### config.mk
export PLATFORM = sky130hd
export DESIGN_NAME = mem_read_responder
export DESIGN_NICKNAME = d
export VERILOG_FILES = /design/src/rtl/mem_read_responder.sv
export SDC_FILE = /design/constraint.sdc
export NUM_CORES = 1
export LEC_CHECK = 0
export ABC_AREA = 1
export CAP_MARGIN = 20
export CORE_UTILIZATION = 35
export DETAILED_ROUTE_END_ITERATION = 7
export GPL_TIMING_DRIVEN = 1
export SYNTH_ARGS = -nofsm -noshare
export SYNTH_HDL_FRONTEND = slang
export SYNTH_SLANG_ARGS = --single-unit
### constraint.sdc
create_clock -name clk -period 6.4 [get_ports clk]
set_input_delay 0.64 -clock clk [delete_from_list [all_inputs] [get_ports clk]]
set_output_delay 0.64 -clock clk [all_outputs]
set_load 0.03 [all_outputs]
### src/rtl/mem_read_responder.sv
// Memory responder: fixed-latency pipelined reads, acknowledged writes, side-band preload.
// Defining MEM_ADDR_CHECK_EN adds the addr_err pulse output for out-of-range accesses.
module mem_read_responder #(
    parameter int DATA_W = 16,
    parameter int ADDR_W = 4,
    parameter int DEPTH  = 8,
    parameter int RD_LAT = 1
) (
    input  logic              clk,
    input  logic              rst,
    input  logic              r_req,
    input  logic [ADDR_W-1:0] adr_val,
    output logic [DATA_W-1:0] r_value,
    output logic              r_valid,
    input  logic              w_valid,
    input  logic [ADDR_W-1:0] w_adr,
    input  logic [DATA_W-1:0] w_value,
    output logic              w_ack,
    input  logic              ld_en,
    input  logic [ADDR_W-1:0] ld_adr,
    input  logic [DATA_W-1:0] ld_data,
`ifdef MEM_ADDR_CHECK_EN
    output logic              addr_err,
`endif
    output logic [15:0]       rd_cnt,
    output logic [15:0]       wr_cnt
);

    localparam int IDX_W = (DEPTH > 1) ? $clog2(DEPTH) : 1;
    localparam logic [ADDR_W:0] DEPTH_W = (ADDR_W + 1)'(DEPTH);

    typedef enum logic {IDLE, ACK} wstate_t;

    function automatic logic in_range(input logic [ADDR_W-1:0] a);
        return {1'b0, a} < DEPTH_W;
    endfunction

    logic [DATA_W-1:0] mem [DEPTH];

    logic                           rd_ok, wr_ok, ld_ok;
    logic [DATA_W-1:0]              rd_word;
    logic [RD_LAT-1:0]              vld_q, vld_d;
    logic [RD_LAT-1:0][DATA_W-1:0]  dat_q, dat_d;
    wstate_t                        state_q, state_d;
    logic [15:0]                    rd_cnt_q, rd_cnt_d;
    logic [15:0]                    wr_cnt_q, wr_cnt_d;

    assign rd_ok = in_range(adr_val);
    assign wr_ok = in_range(w_adr);
    assign ld_ok = in_range(ld_adr);

    // Out-of-range reads return zero rather than an aliased word.
    always_comb begin
        rd_word = '0;
        if (rd_ok) begin
            rd_word = mem[adr_val[IDX_W-1:0]];
        end
    end

    // Writes are gated by reset; preload is not.
    always_ff @(posedge clk) begin
        if (rst && w_valid && wr_ok) begin
            mem[w_adr[IDX_W-1:0]] <= w_value;
        end
        if (ld_en && ld_ok) begin
            mem[ld_adr[IDX_W-1:0]] <= ld_data;
        end
    end

    // Each stage reloads data only when a valid word arrives, so the last stage holds.
    always_comb begin
        vld_d    = '0;
        dat_d    = dat_q;
        vld_d[0] = r_req;
        if (r_req) begin
            dat_d[0] = rd_word;
        end
        for (int i = 1; i < RD_LAT; i++) begin
            vld_d[i] = vld_q[i-1];
            if (vld_q[i-1]) begin
                dat_d[i] = dat_q[i-1];
            end
        end
    end

    always_comb begin
        state_d  = w_valid ? ACK : IDLE;
        rd_cnt_d = rd_cnt_q;
        wr_cnt_d = wr_cnt_q;
        if (vld_d[RD_LAT-1] && (rd_cnt_q != 16'hFFFF)) begin
            rd_cnt_d = rd_cnt_q + 16'd1;
        end
        if (w_valid && (wr_cnt_q != 16'hFFFF)) begin
            wr_cnt_d = wr_cnt_q + 16'd1;
        end
    end

    always_ff @(posedge clk) begin
        if (!rst) begin
            vld_q    <= '0;
            dat_q    <= '0;
            state_q  <= IDLE;
            rd_cnt_q <= '0;
            wr_cnt_q <= '0;
        end else begin
            vld_q    <= vld_d;
            dat_q    <= dat_d;
            state_q  <= state_d;
            rd_cnt_q <= rd_cnt_d;
            wr_cnt_q <= wr_cnt_d;
        end
    end

    assign r_valid = vld_q[RD_LAT-1];
    assign r_value = dat_q[RD_LAT-1];
    assign w_ack   = (state_q == ACK);
    assign rd_cnt  = rd_cnt_q;
    assign wr_cnt  = wr_cnt_q;

`ifdef MEM_ADDR_CHECK_EN
    logic [RD_LAT-1:0] oor_q, oor_d;
    logic              addr_err_q, addr_err_d;
    logic              err_sticky_q, err_sticky_d;

    always_comb begin
        oor_d    = '0;
        oor_d[0] = r_req && !rd_ok;
        for (int i = 1; i < RD_LAT; i++) begin
            oor_d[i] = oor_q[i-1];
        end
        addr_err_d   = (vld_d[RD_LAT-1] && oor_d[RD_LAT-1]) || (w_valid && !wr_ok);
        err_sticky_d = err_sticky_q || addr_err_d;
    end

    always_ff @(posedge clk) begin
        if (!rst) begin
            oor_q        <= '0;
            addr_err_q   <= 1'b0;
            err_sticky_q <= 1'b0;
        end else begin
            oor_q        <= oor_d;
            addr_err_q   <= addr_err_d;
            err_sticky_q <= err_sticky_d;
        end
    end

    assign addr_err = addr_err_q;
`endif

endmodule

# After elaboration in Yosys (flattened, before gate mapping)
# Memory sizes are Yosys's and may differ from the RTL's.
# Cells that the tools add are included.
word_totals:
  mem_count: 1
  out_inout_bits: 50
  inputBits: 49
  register_bits: 50
  ramBits: 128
  wordCells: 24
memory_table:
  columns: ["name", "words", "width", "read_ports", "rd_clocked_by_memory_dff", "write_ports", "line", "text"]
  rows:
  - ["mem", 8, 16, 1, 0, 2, "38", "logic [DATA_W-1:0] mem [DEPTH];"]
classes:
  addsub: 2
  n_eq_ne: 2
  reduce_logical: 5
  mux: 6
  n_lt_le_gt_ge: 3
op_table:
  columns: ["cell", "n"]
  rows:
  - ["$add 16x1->16 const B", 2]
  - ["$ne 16x16->1 const B", 2]
  - ["$mux 16", 1]
  - ["$lt 4x4->1 const B", 3]
  - ["$logic_and 1x1->1", 5]
  - ["$mux 1", 5]

# Depth between registers and ports, before layout
depth:
  depth_word: 4
  depth_mapped: 10
  depth_no_buf: 10

# Worst setup path before layout
# No wires, ideal clock.
synth_path:
  kind: "in2reg"
  startpoint: "input rst"
  endpoint: "memory mem[0][0], enable pin"
  setup_ps: 436
  arrival_ps: 2759
  path_stages: 4
  slack_ps: 3205
  n_path_buf: 1
  t_required_ps: 5964
  path_cell_list: "nand2_1 > or2_1 > buf_2 > o41ai_1"
synth_lines:
  columns: ["item", "line", "text"]
  rows:
  - ["start: declaration", "10", "input logic rst,"]
  - ["end: declaration", "38", null]

==> impl_metrics.py <==
metrics = {
    "status": {
        "status": "completed",
    },
    "synthesis": {
        "avgSynthCellArea_um2": 8.099,
        "yosys.area.top_type_share_pct": 41.41,
        "synth-seq-cells": 178,
        "yosys-top-cells-area": "edfxtp_1 41%, nand2_1 12%, dfxtp_1 11%",
        "netlist_instances": 1146,
        "synth.distinct_cells": 31,
        "yosysWarnings": 0,
        "synth_top_area_cell": "edfxtp_1",
        "syn-num-nets": 1197,
        "ys_seq_area_share_pct": 52.20,
        "syn-cell-area_um2": 9281,
    },
    "route": {
        "via_count": 7817,
        "wl_per_cell_um": 16.32,
        "drt.antenna.violating_nets": 0,
        "drt-pass1-iter-count": 5,
        "routed_wl_mm": 25.41,
        "first_iter_violations": 657,
        "viasPerCell": 5.021,
        "drc_errors": 0,
    },
    "floorplanning": {
        "io_pins": 99,
        "fp.dieH_um": 164.8,
        "core_area_um2": 26060,
        "start_util_pct": 35.62,
        "rows": 59,
        "dieArea_um2": 27170,
        "dieWidth_um": 164.8,
    },
    "setup_path": {
        "critPathTopFamily": "buffers and inverters",
        "slowest_delay_ns": 0.95,
        "slowest_stage": "o41ai_2",
        "cp-start-kind": "input port",
        "crit_path_end_kind": "flip-flop",
        "cp_max_fo": 12,
        "crit_chain": "clkdlybuf4s50_1 -> nand2_1 -> or2_1 -> o41ai_2 -> buf_4",
        "crit_type": "in -> reg",
        "crit_arrival_ns": 3.27,
        "r2r_setup_slack_ns": 4.68,
        "worst-path-buf-inv": 2,
        "cp.required_ns": 6.51,
    },
    "timing": {
        "skew_ns": 0.01249,
        "worst_slew_pin_slew_ns": 1.098,
        "period_share_pct": 49.35,
        "setup_viol": 0,
        "rsz0062_at_grt": "false",
        "holdWs_ns": 0.4626,
        "finalCriticalPeriod_ns": 3.159,
        "maxSlewViolCount": 0,
        "max_freq_mhz": 316.6,
        "timing.slew.headroom_pct": 25.97,
        "finalHoldViolCount": 0,
        "setup_tns_ns": 0,
    },
    "clocking": {
        "cts_setup_buffers": 0,
        "insertion_delay_ns": 0.43,
        "cts_tree": "yes",
        "clk_pin_slew_ns": 0.07,
        "ctsHoldBuffers": 0,
        "cts_num_sinks": 178,
        "postCtsResizedCells": 0,
        "cts_max_level": 4,
        "numCtsBuffers": 17,
        "root_buffer": "clkbuf_16",
        "clk_path_buf_depth": 2,
    },
    "global_route": {
        "grt-ovfl-total": 0,
        "grt_pass1_wl_mm": 39.95,
        "grt_use_total_pct": 19.47,
        "antenna_found_initial": 0,
        "grt_pass1_vias": 7234,
        "grt_start_max_net_pins": 65,
    },
    "min_path": {
        "min_path_type": "reg -> reg",
    },
    "pwr": {
        "p_int_w": 0.001937,
        "netSwitchingPower_w": 0.0006965,
        "p_leak_nw": 4.289,
        "total_power_w": 0.002634,
        "p_clk_share_pct": 40.8,
        "power_density_nw_per_um2": 234.9,
        "peakVddDrop_v": 0.0001264,
        "combPwrFrac_pct": 10.5,
        "seqPwrFrac_pct": 48.7,
        "switching_share_pct": 26.44,
    },
    "place": {
        "portBuffers": 98,
        "dpl.hpwl_mm": 16.49,
        "place_congestion": 0.8224,
    },
    "final_layout": {
        "fillCellCount": 2565,
        "drive_gt1_share_pct": 12.03,
        "antennaDiodeCount": 0,
        "area_delta_synth_final_pct": 20.79,
        "nNetsFinal": 1260,
    },
    "run": {
        "maxCapViolations": 0,
    },
}
[power by group through the flow]
| stage | clock network [W] | registers (W) | logic [W] |
|---|---|---|---|
| after floorplan | 0 | 0.00132 | 0.000154 |
| after global routing | 0.00114 | 0.00129 | 0.000306 |
| final | 0.00107 | 0.00128 | 0.000276 |
| after detailed placement | 0 | 0.00131 | 0.000273 |
| after CTS | 0.00109 | 0.00128 | 0.000274 |
| after global placement | 0 | 0.00131 | 0.000269 |
[stage by stage]
stage / std cells / cell area [µm²] / worst slack [ns] / util (%)
CTS: 1550 / 11100 / 3.249 / 42.58
global route: 1557 / 11210 / 3.225 / 43.02
detailed placement: 1518 / 10490 / 2.788 / 40.26
floorplan: 1146 / 9281 / 3.205 / -
finish: 1557 / 11210 / 3.241 / 43.02
global placement: 1518 / 10490 / 2.875 / 40.26
[area by class of cell]
cell class,instances,area [µm²],area share (%)
clock buffer,19,475.5,4.241
clock inverter,13,128.9,1.150
inverter,57,214.0,1.908
multi-input combinational,837,3940,35.14
sequential,178,4845,43.21
tap,335,419.2,3.739
timing repair buffer,118,1189,10.60
[cells in the final DEF, fill, tap and decap left out, drive strengths merged]
cell	instances
clkinvlp	1
nand3b	1
inv	65
xnor2	5
clkbuf	21
nor3b	2
o21ai	149
o41ai	8
nand2	307
or2	49
buf	19
edfxtp	128
clkinv	4
nor2	186
clkdlybuf4s50	97
dfxtp	50
xor2	7
a21oi	39
nand4	10
nand3	72
ha	2
[flip-flops by register name (all words and copies together), names as in the netlist]
register and cells:
mem 128, r_value 16, rd_cnt 16, wr_cnt 16
r_valid 1, w_ack 1
[metal layers]
layer,share of wire (%),up-vias,wire (µm),global-route usage [%]
met2,47,301,11860,31.91
met1,45,3568,11320,25.71
met5,0,-,0,0
li1,-,3908,-,-
met4,2.7,0,676,7.298
met3,6.1,40,1559,3.164
[final timing paths]
path,endpoint,cells past startpoint,from
setup / recovery,mem[0][15]$_DFFE_PP_,5,rst
hold / removal,r_value[15]$_SDFFE_PN0P_,2,r_value[15]$_SDFFE_PN0P_
setup reg to reg,wr_cnt[11]$_SDFFE_PN0P_,7,wr_cnt[0]$_SDFFE_PN0P_
hold reg to reg,r_value[15]$_SDFFE_PN0P_,2,r_value[15]$_SDFFE_PN0P_
[logic make-up after synthesis]
family	after synthesis	share of synthesized area, %
fa+ha+maj	2	0.2696
buf+inv	131	5.999
simple gates	627	28.98
compound gates	196	11.42
xor+xnor	12	1.132
flops	178	52.20
[worst register-to-register path, cell delays in order (launching register included)]
cell	delay, ns
dfxtp_1	0.50
ha_1	0.26
nand2_1	0.08
nor2_2	0.13
nand2_2	0.11
o21ai_4	0.32
nand2_1	0.09
a21oi_1	0.16
[synth_stat cells, drive strengths merged]
master / number
nand2: 307
nor2: 186
o21ai: 149
edfxtp: 128
nand3: 72
inv: 57
clkbuf: 56
dfxtp: 50
or2: 49
a21oi: 39
buf: 18
nand4: 10
o41ai: 8
xor2: 7
xnor2: 5
ha: 2
nor3b: 2
nand3b: 1
(Power assumes the default switching activity.)
